--- src/rtl/multicycle_control.sv ---
// Multi-cycle MIPS control FSM with MemReady stall handling, bus timeout and retired-instruction counter.
// Build option ILLEGAL_TRAP_EN: illegal encodings halt with IllegalInstr set instead of retiring as NOPs.
//
// state        | meaning
// FETCH     0  | read instruction at PC, load IR and PC+4 when MemReady
// DECODE    1  | latch OP/Function, precompute branch target
// MEM_ADDR  2  | ALU forms load/store address
// MEM_READ  3  | load access, waits for MemReady
// MEM_WB    4  | write loaded data to rt, retire
// MEM_WRITE 5  | store access, waits for MemReady, retire
// EXECUTE   6  | R-type or immediate ALU operation
// ALU_WB    7  | write ALU result, retire
// BRANCH    8  | compare rs/rt, conditional PC load, retire
// JUMP      9  | PC <= jump target, retire
// JAL      10  | PC <= jump target, $31 <= PC, retire
// JR       11  | PC <= rs, retire
// HALT     12  | bus timeout or trapped illegal instruction; reset only exit
module multicycle_control #(
  parameter int MEM_TIMEOUT = 16,
  parameter int ALUOP_WIDTH = 4,
  parameter int RETIRE_W    = 32
) (
  input  logic                   clk,
  input  logic                   reset,
  input  logic [5:0]             OP,
  input  logic [5:0]             Function,
  input  logic                   Zero,
  input  logic                   MemReady,
  output logic                   PCWrite,
  output logic                   IorD,
  output logic                   MemRead,
  output logic                   MemWrite,
  output logic                   IRWrite,
  output logic [1:0]             RegDst,
  output logic [1:0]             MemtoReg,
  output logic                   RegWrite,
  output logic                   ALUSrcA,
  output logic [1:0]             ALUSrcB,
  output logic [ALUOP_WIDTH-1:0] ALUOp,
  output logic [1:0]             PCSource,
  output logic                   InstrDone,
  output logic [RETIRE_W-1:0]    Retired,
  output logic                   BusError,
  output logic                   IllegalInstr,
  output logic [3:0]             State
);

  typedef enum logic [3:0] {
    S_FETCH     = 4'd0,
    S_DECODE    = 4'd1,
    S_MEM_ADDR  = 4'd2,
    S_MEM_READ  = 4'd3,
    S_MEM_WB    = 4'd4,
    S_MEM_WRITE = 4'd5,
    S_EXECUTE   = 4'd6,
    S_ALU_WB    = 4'd7,
    S_BRANCH    = 4'd8,
    S_JUMP      = 4'd9,
    S_JAL       = 4'd10,
    S_JR        = 4'd11,
    S_HALT      = 4'd12
  } stateT;

  typedef enum logic [3:0] {
    C_RTYPE, C_ITYPE, C_LW, C_SW, C_BEQ, C_BNE, C_J, C_JAL, C_JR, C_ILLEGAL
  } instrClassT;

  localparam logic [5:0] OP_RTYPE = 6'h00;
  localparam logic [5:0] OP_J     = 6'h02;
  localparam logic [5:0] OP_JAL   = 6'h03;
  localparam logic [5:0] OP_BEQ   = 6'h04;
  localparam logic [5:0] OP_BNE   = 6'h05;
  localparam logic [5:0] OP_ADDI  = 6'h08;
  localparam logic [5:0] OP_ANDI  = 6'h0C;
  localparam logic [5:0] OP_ORI   = 6'h0D;
  localparam logic [5:0] OP_LUI   = 6'h0F;
  localparam logic [5:0] OP_LW    = 6'h23;
  localparam logic [5:0] OP_SW    = 6'h2B;

  localparam logic [5:0] FN_SLL = 6'h00;
  localparam logic [5:0] FN_SRL = 6'h02;
  localparam logic [5:0] FN_JR  = 6'h08;
  localparam logic [5:0] FN_ADD = 6'h20;
  localparam logic [5:0] FN_SUB = 6'h22;
  localparam logic [5:0] FN_AND = 6'h24;
  localparam logic [5:0] FN_OR  = 6'h25;
  localparam logic [5:0] FN_NOR = 6'h27;

  localparam logic [3:0] ALU_ANDI  = 4'b0001;
  localparam logic [3:0] ALU_LW    = 4'b0010;
  localparam logic [3:0] ALU_SW    = 4'b0011;
  localparam logic [3:0] ALU_ADDI  = 4'b0100;
  localparam logic [3:0] ALU_ORI   = 4'b0101;
  localparam logic [3:0] ALU_LUI   = 4'b0110;
  localparam logic [3:0] ALU_RTYPE = 4'b0111;
  localparam logic [3:0] ALU_BEQ   = 4'b1000;
  localparam logic [3:0] ALU_BNE   = 4'b1001;
  localparam logic [3:0] ALU_PCADD = 4'b1010;

  localparam int WAIT_W = (MEM_TIMEOUT > 0) ? $clog2(MEM_TIMEOUT + 1) : 1;
  localparam logic [WAIT_W-1:0] WAIT_LIMIT = WAIT_W'(MEM_TIMEOUT);

  function automatic instrClassT classify(input logic [5:0] op, input logic [5:0] fn);
    instrClassT cls;
    cls = C_ILLEGAL;
    case (op)
      OP_RTYPE: begin
        case (fn)
          FN_AND, FN_OR, FN_NOR, FN_ADD, FN_SUB, FN_SLL, FN_SRL: cls = C_RTYPE;
          FN_JR:   cls = C_JR;
          default: cls = C_ILLEGAL;
        endcase
      end
      OP_ADDI, OP_ANDI, OP_ORI, OP_LUI: cls = C_ITYPE;
      OP_LW:   cls = C_LW;
      OP_SW:   cls = C_SW;
      OP_BEQ:  cls = C_BEQ;
      OP_BNE:  cls = C_BNE;
      OP_J:    cls = C_J;
      OP_JAL:  cls = C_JAL;
      default: cls = C_ILLEGAL;
    endcase
    return cls;
  endfunction

  function automatic logic [3:0] immAluOp(input logic [5:0] op);
    logic [3:0] code;
    case (op)
      OP_ANDI: code = ALU_ANDI;
      OP_ORI:  code = ALU_ORI;
      OP_LUI:  code = ALU_LUI;
      default: code = ALU_ADDI;
    endcase
    return code;
  endfunction

  stateT             state, stateNext;
  logic [5:0]        opReg, fnReg;
  instrClassT        decodeCls, heldCls;
  logic [WAIT_W-1:0] waitCnt;
  logic              isMemState, memTimeout;
  logic              instrDoneReg, busErrReg;
  logic [RETIRE_W-1:0] retiredReg;

  logic       pcWrite, iorD, memRead, memWrite, irWrite, regWrite, aluSrcA;
  logic [1:0] regDst, memtoReg, aluSrcB, pcSource;
  logic [3:0] aluOpCode;
  logic       retireNow, busErrSet;
`ifdef ILLEGAL_TRAP_EN
  logic       illegalSet, illegalReg;
`endif

  assign decodeCls  = classify(OP, Function);
  assign heldCls    = classify(opReg, fnReg);
  assign isMemState = (state == S_FETCH) || (state == S_MEM_READ) || (state == S_MEM_WRITE);
  // The limit counts completed wait cycles; MemReady arriving in the cycle the limit is reached still succeeds.
  assign memTimeout = (MEM_TIMEOUT > 0) && (waitCnt == WAIT_LIMIT) && !MemReady;

  always_comb begin
    stateNext = state;
    pcWrite   = 1'b0;
    iorD      = 1'b0;
    memRead   = 1'b0;
    memWrite  = 1'b0;
    irWrite   = 1'b0;
    regDst    = 2'b00;
    memtoReg  = 2'b00;
    regWrite  = 1'b0;
    aluSrcA   = 1'b0;
    aluSrcB   = 2'b00;
    aluOpCode = 4'b0000;
    pcSource  = 2'b00;
    retireNow = 1'b0;
    busErrSet = 1'b0;
`ifdef ILLEGAL_TRAP_EN
    illegalSet = 1'b0;
`endif
    case (state)
      S_FETCH: begin
        memRead   = 1'b1;
        aluSrcB   = 2'b01;
        aluOpCode = ALU_PCADD;
        if (MemReady) begin
          irWrite   = 1'b1;
          pcWrite   = 1'b1;
          stateNext = S_DECODE;
        end else if (memTimeout) begin
          busErrSet = 1'b1;
          stateNext = S_HALT;
        end
      end
      S_DECODE: begin
        aluSrcB   = 2'b11;
        aluOpCode = ALU_PCADD;
        case (decodeCls)
          C_LW, C_SW:       stateNext = S_MEM_ADDR;
          C_RTYPE, C_ITYPE: stateNext = S_EXECUTE;
          C_BEQ, C_BNE:     stateNext = S_BRANCH;
          C_J:              stateNext = S_JUMP;
          C_JAL:            stateNext = S_JAL;
          C_JR:             stateNext = S_JR;
          default: begin
`ifdef ILLEGAL_TRAP_EN
            illegalSet = 1'b1;
            stateNext  = S_HALT;
`else
            retireNow  = 1'b1;
            stateNext  = S_FETCH;
`endif
          end
        endcase
      end
      S_MEM_ADDR: begin
        aluSrcA   = 1'b1;
        aluSrcB   = 2'b10;
        aluOpCode = (heldCls == C_LW) ? ALU_LW : ALU_SW;
        stateNext = (heldCls == C_LW) ? S_MEM_READ : S_MEM_WRITE;
      end
      S_MEM_READ: begin
        memRead = 1'b1;
        iorD    = 1'b1;
        if (MemReady) begin
          stateNext = S_MEM_WB;
        end else if (memTimeout) begin
          busErrSet = 1'b1;
          stateNext = S_HALT;
        end
      end
      S_MEM_WB: begin
        memtoReg  = 2'b01;
        regWrite  = 1'b1;
        retireNow = 1'b1;
        stateNext = S_FETCH;
      end
      S_MEM_WRITE: begin
        memWrite = 1'b1;
        iorD     = 1'b1;
        if (MemReady) begin
          retireNow = 1'b1;
          stateNext = S_FETCH;
        end else if (memTimeout) begin
          busErrSet = 1'b1;
          stateNext = S_HALT;
        end
      end
      S_EXECUTE: begin
        aluSrcA   = 1'b1;
        aluSrcB   = (heldCls == C_RTYPE) ? 2'b00 : 2'b10;
        aluOpCode = (heldCls == C_RTYPE) ? ALU_RTYPE : immAluOp(opReg);
        stateNext = S_ALU_WB;
      end
      S_ALU_WB: begin
        regDst    = (heldCls == C_RTYPE) ? 2'b01 : 2'b00;
        regWrite  = 1'b1;
        retireNow = 1'b1;
        stateNext = S_FETCH;
      end
      S_BRANCH: begin
        aluSrcA   = 1'b1;
        aluOpCode = (heldCls == C_BEQ) ? ALU_BEQ : ALU_BNE;
        pcSource  = 2'b01;
        pcWrite   = (heldCls == C_BEQ) ? Zero : !Zero;
        retireNow = 1'b1;
        stateNext = S_FETCH;
      end
      S_JUMP: begin
        pcSource  = 2'b10;
        pcWrite   = 1'b1;
        retireNow = 1'b1;
        stateNext = S_FETCH;
      end
      S_JAL: begin
        pcSource  = 2'b10;
        pcWrite   = 1'b1;
        regDst    = 2'b10;
        memtoReg  = 2'b10;
        regWrite  = 1'b1;
        retireNow = 1'b1;
        stateNext = S_FETCH;
      end
      S_JR: begin
        pcSource  = 2'b11;
        pcWrite   = 1'b1;
        retireNow = 1'b1;
        stateNext = S_FETCH;
      end
      S_HALT:  stateNext = S_HALT;
      default: stateNext = S_FETCH;
    endcase
  end

  always_ff @(posedge clk) begin
    if (reset) begin
      state        <= S_FETCH;
      opReg        <= '0;
      fnReg        <= '0;
      waitCnt      <= '0;
      instrDoneReg <= 1'b0;
      retiredReg   <= '0;
      busErrReg    <= 1'b0;
    end else begin
      state        <= stateNext;
      instrDoneReg <= retireNow;
      if (state == S_DECODE) begin
        opReg <= OP;
        fnReg <= Function;
      end
      if (retireNow) retiredReg <= retiredReg + RETIRE_W'(1);
      if (busErrSet) busErrReg <= 1'b1;
      if (stateNext != state) begin
        waitCnt <= '0;
      end else if (isMemState && !MemReady && (waitCnt != WAIT_LIMIT)) begin
        waitCnt <= waitCnt + WAIT_W'(1);
      end
    end
  end

`ifdef ILLEGAL_TRAP_EN
  always_ff @(posedge clk) begin
    if (reset) illegalReg <= 1'b0;
    else if (illegalSet) illegalReg <= 1'b1;
  end
  assign IllegalInstr = !reset && illegalReg;
`else
  assign IllegalInstr = 1'b0;
`endif

  // Synchronous reset still forces every output low combinationally, so an aborted access strobes nothing.
  assign PCWrite   = !reset && pcWrite;
  assign IorD      = !reset && iorD;
  assign MemRead   = !reset && memRead;
  assign MemWrite  = !reset && memWrite;
  assign IRWrite   = !reset && irWrite;
  assign RegWrite  = !reset && regWrite;
  assign ALUSrcA   = !reset && aluSrcA;
  assign RegDst    = reset ? 2'b00 : regDst;
  assign MemtoReg  = reset ? 2'b00 : memtoReg;
  assign ALUSrcB   = reset ? 2'b00 : aluSrcB;
  assign PCSource  = reset ? 2'b00 : pcSource;
  assign ALUOp     = reset ? '0 : ALUOP_WIDTH'(aluOpCode);
  assign InstrDone = !reset && instrDoneReg;
  assign Retired   = reset ? '0 : retiredReg;
  assign BusError  = !reset && busErrReg;
  assign State     = reset ? 4'd0 : state;

endmodule
--- config.mk ---
export PLATFORM = sky130hd
export DESIGN_NAME = multicycle_control
export DESIGN_NICKNAME = d
export VERILOG_FILES = /design/src/rtl/multicycle_control.sv
export SDC_FILE = /design/constraint.sdc
export NUM_CORES = 1
export LEC_CHECK = 0
export BUFFER_PORTS_ARGS = -buffer_cell sky130_fd_sc_hd__buf_2
export CORE_MARGIN = 2
export CORE_UTILIZATION = 60
export DETAILED_ROUTE_END_ITERATION = 6
export GPL_ROUTABILITY_DRIVEN = 0
export PLACE_DENSITY = 0.95
export SYNTH_ARGS = -nofsm -noshare
export SYNTH_HDL_FRONTEND = slang
export SYNTH_SLANG_ARGS = --single-unit
--- constraint.sdc ---
create_clock -name clk -period 3.28 [get_ports clk]
set_input_delay 0.328 -clock clk [delete_from_list [all_inputs] [get_ports clk]]
set_output_delay 0.328 -clock clk [all_outputs]
set_load 0.02 [all_outputs]
==> run_results.csv, run 1 <==
group,metric,value,unit
run_status,status,"completed",
synthesis,synth-seq-cells,55,
critical_path,path_class,"reg2reg",
synthesis,seq_area_frac_synth,30.9,%
synthesis,netlist_area,0.00356,mm2
floorplan,die_w,81.1,um
sta,min_period_over_period,83.4,%
finish,regArea,0.00110,mm2
sta,fmax,366,MHz
sta,clock_skew,13.6,ps
hold_path,holdCritStartpoint,"Function[1]",
global_routing,gr-usage-all-layers,28.7,%
finish,drive_gt1_share,17.6,%
sta,report.final.setup_viol,0,
detailed_routing,ant_nets,0,
floorplan,core_area,0.00582,mm2
critical_path,r2r-start,"state[0]",
synthesis,syn_area_per_cell,7.33,um2
clocking,postCtsSetupBuffers,0,
clocking,clock_sinks,55,
floorplan,die_area,0.00657,mm2
global_routing,grt_pass1_vias,3303,
global_routing,grt_max_degree,63,
sta,slew_headroom,28.3,%
power,vdd_drop_max,310,uV
clocking,cts_resized,0,
detailed_routing,drcViolationCount,0,
finish,syn2layout_area_growth,12.8,%
clocking,postCtsHoldBufs,0,
clocking,cts_tree,"built",
detailed_routing,routed_wl,9200,um
synthesis,synth-async-reset-ratio,0,%
placement,placedCellCount,607,
finish,fin_nets,558,
floorplan,die_height,81.1,um
global_routing,grt_pass1_wl,15100,um
floorplan,rows,28,
clocking,path_clk_slew,100,ps
critical_path,arrival,2930,ps
placement,place_area,0.00394,mm2
critical_path,crit_required,3480,ps
clocking,root_buffer,"clkbuf_8",
sta,finalSetupTns,0,ps
floorplan,ios,74,
finish,fin_cells,615,
critical_path,critPathMaxFanout,19,
synthesis,syn-num-nets,505,
detailed_routing,post_drt_via_cell_ratio,6.20,
flow_run,cap_viol_max_count,0,
finish,multiInputGateArea,0.00227,mm2
detailed_routing,num_vias,3814,
sta,hold_viol_final,0,
synthesis,synth-edff-count,0,
hold_path,hp-class,"in2reg",
global_routing,grt_overflow_total,0,
sta,min_period,2730,ps
finish,postLayoutCellArea,0.00402,mm2
synthesis,synth_ff_type,"dfxtp_1",
critical_path,startpoint_type,"register",
global_routing,antenna_found_initial,0,
power,p_per_area,313,mW/mm2
sta,rsz0062_at_grt,"no",
placement,hpwl,6580,um
critical_path,crit_path_start,"state[0]",
sta,final_max_slew_viol_count,0,
detailed_routing,drt_iter0_markers,353,
synthesis,ys_types,56,
sta,max_slew.worst_pin.slew,1080,ps
clocking,clock_path_buffers,2,
synthesis,syn_inst,486,
clocking,numCtsBuffers,5,
detailed_routing,firstDrtPassIters,5,
power,p_leak,1.59,nW
finish,diodes,0,
placement,io_buffer_count,72,
floorplan,start_util,61.3,%
synthesis,synth-warning-count,0,
finish,n_fill_cell,491,
detailed_routing,wl_per_cell,15.0,um
clocking,insertion_delay,310,ps
clocking,cts_max_level,2,
critical_path,end_kind,"register",
## where the power goes
group | total (mW) | switching, mW | internal [mW]
clock network | 0.370 | 0.220 | 0.150
registers | 0.702 | 0.0202 | 0.681
logic | 0.185 | 0.120 | 0.0651
## sequential cells by signal (all words and copies together) (netlist names)
signal,flops
state,4
busErrReg,1
instrDoneReg,1
retiredReg,32
fnReg,6
opReg,6
waitCnt,5
## logic make-up (layout without fill, tap and decap cells)
group / count (synthesis) / count (layout) / share of synthesized area, %
flip-flops: 55 / 55 / 30.9
AND/OR/NAND/NOR: 244 / 244 / 37.5
adder cells (fa/ha/maj): 3 / 3 / 1.05
multiplexers: 9 / 9 / 2.70
XOR/XNOR: 10 / 10 / 2.46
other: 1 / 1 / 0.105
buffers and inverters: 48 / 102 / 5.48
AO/OA/AOI/OAI: 116 / 116 / 19.9
## per-stage QoR
stage	power (mW)	worst slack (ps)	util, %	hold WS, ps
detailed placement	0.898	630	67.7	447
CTS	1.26	581	69.1	280
global placement	0.891	780	67.7	444
floorplan	0.843	949	-	432
global route	1.30	245	69.1	289
finish	1.26	546	69.1	287
## worst max-delay path, stage by stage (launching register included)
cell and delay, ps:
dfxtp_1 710, nand2b_1 240, nor3_1 410, and2_1 190
a32oi_1 120, buf_4 220, nor4b_1 380, mux2_1 370
## path summary, 6_finish.rpt
kind / endpoint / slack, ps / cells past startpoint
max: retiredReg[9] / 550 / 7
min: fnReg[1] / 290 / 3
max reg2reg: retiredReg[9] / 550 / 7
min reg2reg: fnReg[3] / 460 / 2
## area by class of cell
type,count,area share [%]
clock buffer,6,1.80
clock inverter,2,0.311
inverter,14,1.31
multi-input combinational,383,56.4
sequential,55,27.4
tap,75,2.33
timing repair buffer,80,10.5
## Yosys cell counts (2+ instances only)
| master | count | area [um2] |
|---|---|---|
| dfxtp_1 | 55 | 1100 |
| nand2_1 | 53 | 199 |
| nor2_1 | 46 | 173 |
| a21oi_1 | 42 | 210 |
| nor2b_1 | 39 | 244 |
| clkbuf_1 | 25 | 93.8 |
| o21ai_0 | 25 | 125 |
| or3_1 | 20 | 125 |
| inv_1 | 12 | 45.0 |
| nand3_1 | 12 | 60.1 |
| o31ai_1 | 12 | 90.1 |
| nand4_1 | 11 | 68.8 |
| or4_1 | 11 | 82.6 |
| nor3_1 | 9 | 45.0 |
| a31oi_1 | 8 | 50.1 |
| and3_1 | 8 | 50.1 |
| a211oi_1 | 7 | 52.6 |
| nand2b_1 | 7 | 43.8 |
| o21ai_1 | 7 | 35.0 |
| and4_1 | 5 | 43.8 |
| mux2_1 | 5 | 56.3 |
| xnor2_1 | 5 | 43.8 |
| xor2_1 | 5 | 43.8 |
| and2_1 | 4 | 25.0 |
| buf_1 | 4 | 15.0 |
| mux2i_1 | 4 | 40.0 |
| nor4_1 | 4 | 25.0 |
| buf_2 | 3 | 15.0 |
| ha_1 | 3 | 37.5 |
| a32oi_1 | 2 | 17.5 |
| and4b_1 | 2 | 20.0 |
| inv_2 | 2 | 7.51 |
| nand3b_1 | 2 | 15.0 |
| nand4b_1 | 2 | 17.5 |
| nor4b_1 | 2 | 17.5 |
| o211ai_1 | 2 | 15.0 |
| o21a_1 | 2 | 15.0 |
## metal layers
layer / share of wire (%) / wire length, um / global-route usage [%]
met5: 0 / 0 / 0
met3: 7.7 / 705 / 5.00
met1: 42 / 3910 / 38.4
met2: 49 / 4490 / 47.9
met4: 1.0 / 96 / 7.63
## layout by cell type (no fill, tap or decap), types with 7 or more instances in the layout
cell type / count
o21ai_1: 7
nor3_1: 9
o31ai_1: 12
a21oi_1: 42
dfxtp_1: 55
nand2_1: 53
o21ai_0: 25
nand4_1: 11
inv_1: 12
buf_4: 8
nor2_1: 46
and3_1: 8
or4_1: 11
or3_1: 20
a31oi_1: 8
buf_2: 72
nand2b_1: 7
a211oi_1: 7
nor2b_1: 39
nand3_1: 12
Power figures use the tool's default switching activity.
==> run 2: changes to the inputs <==
--- a/config.mk
+++ b/config.mk
@@ -5,12 +5,13 @@
 export SDC_FILE = /design/constraint.sdc
 export NUM_CORES = 1
 export LEC_CHECK = 0
+export ABC_AREA = 1
 export BUFFER_PORTS_ARGS = -buffer_cell sky130_fd_sc_hd__buf_2
 export CORE_MARGIN = 2
-export CORE_UTILIZATION = 60
+export CORE_UTILIZATION = 51
 export DETAILED_ROUTE_END_ITERATION = 6
 export GPL_ROUTABILITY_DRIVEN = 0
-export PLACE_DENSITY = 0.95
+export PLACE_DENSITY = 0.89
 export SYNTH_ARGS = -nofsm -noshare
 export SYNTH_HDL_FRONTEND = slang
 export SYNTH_SLANG_ARGS = --single-unit
==> constraint.sdc (replaced) <==
create_clock -name clk -period 2.5 [get_ports clk]
set_input_delay 0.25 -clock clk [delete_from_list [all_inputs] [get_ports clk]]
set_output_delay 0.25 -clock clk [all_outputs]
set_load 0.02 [all_outputs]
==> run_results.csv, run 2 <==
group,metric,value,unit
run_status,status,"completed",
critical_path,path_cells,"nor2_4 -> nand3_1 -> nand3_1 -> nor3_1 -> nand2_1 -> nor3_1 -> nand2_1 -> nor3_1 -> buf_2",
placement,pre_cts_slack,311,ps
sta,rsz0062_at_grt,"no",
power,vdd_drop_max,236,uV
critical_path,cp_common_cell,"nor3_1",
critical_path,startpoint_type,"register",
synthesis,synth_ff_type,"dfxtp_1",
sta,fin_ws,229,ps
detailed_routing,ant_nets,0,
sta,fmax,440,MHz
finish,final_cell_mix,"nor2_1 (130), nand2_1 (114), inv_1 (82), buf_2 (72), dfxtp_1 (50)",
global_routing,antenna_found_initial,0,
finish,diodes,0,
synthesis,synthTopCellsByArea,"dfxtp_1 (28%), nor2_1 (12%), nand2_1 (11%)",
global_routing,grt_pass1_vias,4278,
placement,hpwl,8240,um
finish,drive_gt1_share,21.3,%
placement,io_buffer_count,72,
clocking,postCtsSetupBuffers,0,
detailed_routing,routed_wl,10700,um
finish,postLayoutCellArea,0.00452,mm2
clocking,cts_tree,"built",
detailed_routing,drcViolationCount,0,
critical_path,critPathMaxFanout,8,
clocking,numCtsBuffers,5,
synthesis,yosys-top-cells-count,"nor2_1 (132), nand2_1 (114), inv_1 (82)",
detailed_routing,num_vias,4463,
sta,min_period_over_period,90.9,%
clocking,insertion_delay,320,ps
hold_path,hp-class,"in2reg",
finish,n_fill_cell,699,
critical_path,end_kind,"primary output",
detailed_routing,drt_iter0_markers,285,
synthesis,syn-num-nets,666,
floorplan,ios,74,
clocking,clock_path_buffers,2,
floorplan,die_height,92.4,um
finish,fin_cells,815,
sta,hold_viol_final,0,
global_routing,grt_pass1_wl,18300,um
sta,report.final.setup_viol,0,
clocking,root_buffer,"clkbuf_8",
placement,placedCellCount,807,
finish,largest_reg_flops,32,
critical_path,crit_required,2250,ps
power,p_leak,2.00,nW
flow_run,cap_viol_max_count,0,
floorplan,rows,32,
critical_path,path_class,"reg2out",
clocking,postCtsHoldBufs,0,
floorplan,die_area,0.00853,mm2
global_routing,gr-usage-all-layers,25.8,%
sta,final_max_slew_viol_count,0,
clocking,cts_max_level,2,
clocking,path_clk_slew,100,ps
floorplan,start_util,52.1,%
global_routing,grt_max_degree,38,
synthesis,synth_top_cell_area_share,27.7,%
finish,mostFrequentLayoutCell,"nor2_1",
finish,syn2layout_area_growth,13.6,%
clocking,clock_sinks,55,
detailed_routing,firstDrtPassIters,7,
sta,min_period,2270,ps
synthesis,synth-edff-count,0,
clocking,cts_resized,0,
power,p_per_area,436,mW/mm2
floorplan,core_area,0.00765,mm2
synthesis,syn_area_per_cell,6.15,um2
critical_path,slowest_delay,410,ps
synthesis,netlist_area,0.00398,mm2
finish,top_register,"retiredReg",
critical_path,slowest_stage,"dfxtp_1",
sta,clock_skew,10.8,ps
placement,place_area,0.00438,mm2
synthesis,seq_area_frac_synth,27.7,%
synthesis,syn_inst,647,
finish,reg_top3,"retiredReg: 32 flops, fnReg: 6 flops, opReg: 6 flops",
global_routing,grt_overflow_total,0,
synthesis,yosysTopAreaCell,"dfxtp_1",
finish,fin_nets,731,
detailed_routing,wl_per_cell,13.1,um
detailed_routing,post_drt_via_cell_ratio,5.48,
sta,finalSetupTns,0,ps
synthesis,synth-seq-cells,55,
synthesis,synth-async-reset-ratio,0,%
floorplan,die_w,92.4,um
synthesis,post-synth-top-count-cell,"nor2_1",
critical_path,arrival,2020,ps
synthesis,synth-warning-count,0,
synthesis,ys_types,47,
-- run 2: changes by cell type after synthesis, moves of 17 or more --
cell and change:
or3_1 -20, nor3_1 +20, nor2b_1 -39, clkbuf_1 -17, nor2_1 +86, inv_1 +70
nand2_1 +61, nand3_1 +32
-- run 2: worst paths after layout --
kind	slack (ps)	to	cells past startpoint	start
max	230	RegDst[0]	9	opReg[4]
min	200	opReg[5]	3	OP[5]
max reg2reg	420	retiredReg[22]	12	retiredReg[0]
min reg2reg	470	busErrReg	2	busErrReg
-- run 2: cell type report --
cell class | instances | area, um2 | share of cell area (%)
inverters | 96 | 364 | 8.05
multi-input cells | 478 | 2420 | 53.4
well taps | 102 | 128 | 2.82
clock buffers | 5 | 68.8 | 1.52
clock inverters | 3 | 47.5 | 1.05
repair buffers | 76 | 390 | 8.63
flip-flops and latches | 55 | 1110 | 24.5
-- run 2: worst max-delay path: cells and delay by family (launching register included) --
family	cells	cell delay, ps
AND/OR/NAND/NOR	8	1070
flip-flops	1	410
buffers and inverters	1	220
-- run 2: per-layer routing --
metal  vias up  GRT usage [%]  wire length, um
met4         0           12.2              401
met3        42           4.56              813
li1       2211              -                -
met1      2002           30.2             4340
met2       208           45.7             5100
met5         -              0                0
-- run 2: stage by stage --
stage	hold WS, ps	utilization (%)	total power, mW
after global placement	450	57.3	1.34
after detailed placement	456	57.3	1.35
after floorplan	378	-	1.27
after global routing	201	59.1	2.07
final	204	59.1	1.97
after CTS	188	58.8	1.97
-- run 2: cells by family after synthesis --
kind of cell    synth area share (%)
flops                           27.7
other cells                   0.0942
fa+ha+maj                      0.943
xor+xnor                        2.64
compound gates                  11.8
simple gates                    44.8
buf+inv                         12.1
-- run 2: power breakdown --
| group | switching [mW] | internal, mW |
|---|---|---|
| Combinational | 0.285 | 0.122 |
| Sequential | 0.0301 | 0.909 |
| Clock | 0.321 | 0.304 |
| Total | 0.636 | 1.34 |
==> run 3: changes to the inputs <==
--- a/config.mk
+++ b/config.mk
@@ -7,7 +7,6 @@
 export LEC_CHECK = 0
 export ABC_AREA = 1
 export BUFFER_PORTS_ARGS = -buffer_cell sky130_fd_sc_hd__buf_2
-export CORE_MARGIN = 2
 export CORE_UTILIZATION = 51
 export DETAILED_ROUTE_END_ITERATION = 6
 export GPL_ROUTABILITY_DRIVEN = 0
==> constraint.sdc (replaced) <==
create_clock -name clk -period 2.5 [get_ports clk]
set_input_delay 0.25 -clock clk [delete_from_list [all_inputs] [get_ports clk]]
set_output_delay 0.25 -clock clk [all_outputs]
set_load 0.1 [all_outputs]
==> run_results.csv, run 3 (synthesis results as in run 2) <==
group,metric,value,unit
run_status,status,"completed",
sta,clock_skew,8.02,ps
detailed_routing,ant_nets,0,
detailed_routing,num_vias,4545,
critical_path,ff2ff_setup_slack,380,ps
floorplan,core_area,0.00741,mm2
critical_path,startpoint_type,"register",
critical_path,ff2ff_path_depth,12,
sta,fmax,404,MHz
global_routing,grt_pass1_vias,4248,
detailed_routing,drcViolationCount,0,
detailed_routing,firstDrtPassIters,6,
critical_path,r2r-end,"retiredReg[22]",
placement,hpwl,8410,um
hold_path,min_to,"fnReg[2]",
global_routing,grt_pass1_wl,18400,um
power,vdd_drop_max,325,uV
detailed_routing,routed_wl,10800,um
finish,reg_top3,"retiredReg: 32 flops, fnReg: 6 flops, opReg: 6 flops",
clocking,insertion_delay,310,ps
critical_path,slowest_stage,"dfxtp_2",
clocking,postCtsHoldBufs,0,
sta,final_max_slew_viol_count,0,
finish,multiInputGateArea,0.00251,mm2
critical_path,slowest_delay,360,ps
clocking,cts_tree,"built",
clocking,root_buffer,"clkbuf_8",
hold_path,hp-class,"in2reg",
finish,diodes,0,
critical_path,path_cells,"nor2_4 -> nand3_1 -> nand2_1 -> inv_1 -> nand3_1 -> nor2_1 -> a211oi_1 -> nand2_2 -> nand2_1 -> a21oi_1 -> nor2_4 -> buf_12",
clocking,numCtsBuffers,5,
critical_path,critPathMaxFanout,8,
global_routing,gr-usage-all-layers,26.8,%
power,p_per_area,441,mW/mm2
clocking,path_clk_slew,90,ps
finish,syn2layout_area_growth,18.0,%
finish,final_cell_mix,"nor2_1 (128), nand2_1 (113), inv_1 (82), buf_2 (67), dfxtp_1 (50)",
sta,hold_viol_final,0,
global_routing,grt_overflow_total,0,
finish,utilization,63.4,%
global_routing,grt_max_degree,49,
clocking,cts_max_level,2,
sta,min_period_over_period,98.9,%
hold_path,holdPathStages,3,
critical_path,r2r-start,"retiredReg[0]",
sta,report.final.setup_viol,0,
flow_run,cap_viol_max_count,0,
finish,top_register,"retiredReg",
power,p_leak,2.05,nW
detailed_routing,drt_iter0_markers,322,
floorplan,rows,31,
floorplan,die_w,90.4,um
floorplan,ios,74,
floorplan,start_util,53.7,%
detailed_routing,post_drt_via_cell_ratio,5.57,
hold_path,holdCritStartpoint,"Function[2]",
sta,rsz0062_at_grt,"yes",
sta,min_period,2470,ps
critical_path,arrival,2220,ps
global_routing,antenna_found_initial,0,
finish,fin_nets,735,
finish,mostFrequentLayoutCell,"nor2_1",
critical_path,path_class,"reg2out",
sta,hold_ws,222,ps
finish,n_fill_cell,692,
finish,largest_reg_flops,32,
critical_path,end_kind,"primary output",
placement,io_buffer_count,72,
clocking,clock_sinks,55,
floorplan,die_area,0.00816,mm2
floorplan,die_height,90.4,um
clocking,clock_path_buffers,2,
finish,drive_gt1_share,23.7,%
detailed_routing,wl_per_cell,13.2,um
finish,regArea,0.00111,mm2
critical_path,crit_required,2250,ps
## run 3: changes by cell type in the layout (fill, tap and decap cells not counted), moves of 3 or more
cell	previous run	this run
buf_12	0	5
nor3_2	6	9
a21oi_1	39	36
a21oi_2	6	9
buf_2	72	67
buf_4	4	8
nor3_1	29	25
## run 3: worst max path at each step
| stage | slack [ps] | depth (start not counted) | to | from |
|---|---|---|---|---|
| global route | -40 | 12 | ALUOp[0] | opReg[5] |
| CTS | 20 | 12 | ALUOp[0] | opReg[0] |
| detailed placement | 240 | 10 | ALUOp[0] | opReg[5] |
| finish | 30 | 12 | ALUOp[0] | opReg[5] |
| floorplan | -180 | 3 | MemRead | reset |
| global placement | 370 | 10 | ALUOp[0] | opReg[5] |
## run 3: worst max-delay path, delay by kind of cell (launching register included)
family                 cells  cell delay, ps
buffers and inverters      2             230
flip-flops                 1             360
AO/OA/AOI/OAI              2             340
AND/OR/NAND/NOR            8             980
## run 3: final cells by class
class / count / area share, %
repair buffers: 80 / 10.5
multi-input cells: 478 / 53.4
clock buffers: 8 / 2.13
well taps: 99 / 2.64
inverters: 96 / 7.75
flip-flops and latches: 55 / 23.6
## run 3: where the power goes
| part | total (mW) | internal [mW] | switching (mW) |
|---|---|---|---|
| Combinational | 0.585 | 0.149 | 0.435 |
| Clock | 0.544 | 0.254 | 0.290 |
| Sequential | 0.943 | 0.908 | 0.0344 |
| Total | 2.07 | 1.31 | 0.760 |
## run 3: timing repair
action	in CTS	in global routing
gates resized for setup	1	13
gates cloned	0	0
setup endpoints to repair	4	5
setup buffers	0	0
pin swaps	0	0
## run 3: per-stage QoR
step | power (mW) | setup slack [ps] | setup TNS [ps] | area [um2] | cells
floorplan | 1.41 | -182 | -199 | 4060 | 647
global placement | 1.50 | 373 | 0 | 4560 | 808
detailed placement | 1.52 | 243 | 0 | 4560 | 808
CTS | 2.06 | 24.3 | 0 | 4660 | 816
global route | 2.17 | -37.7 | -37.7 | 4700 | 816
finish | 2.07 | 27.3 | 0 | 4700 | 816
## run 3: metal layers
layer	routed length, um	part of all wire, %	global-route usage [%]
met1	4390	41	31.6
met2	5230	48	47.1
met5	0	0	0
met4	388	3.6	13.7
met3	781	7.2	4.04
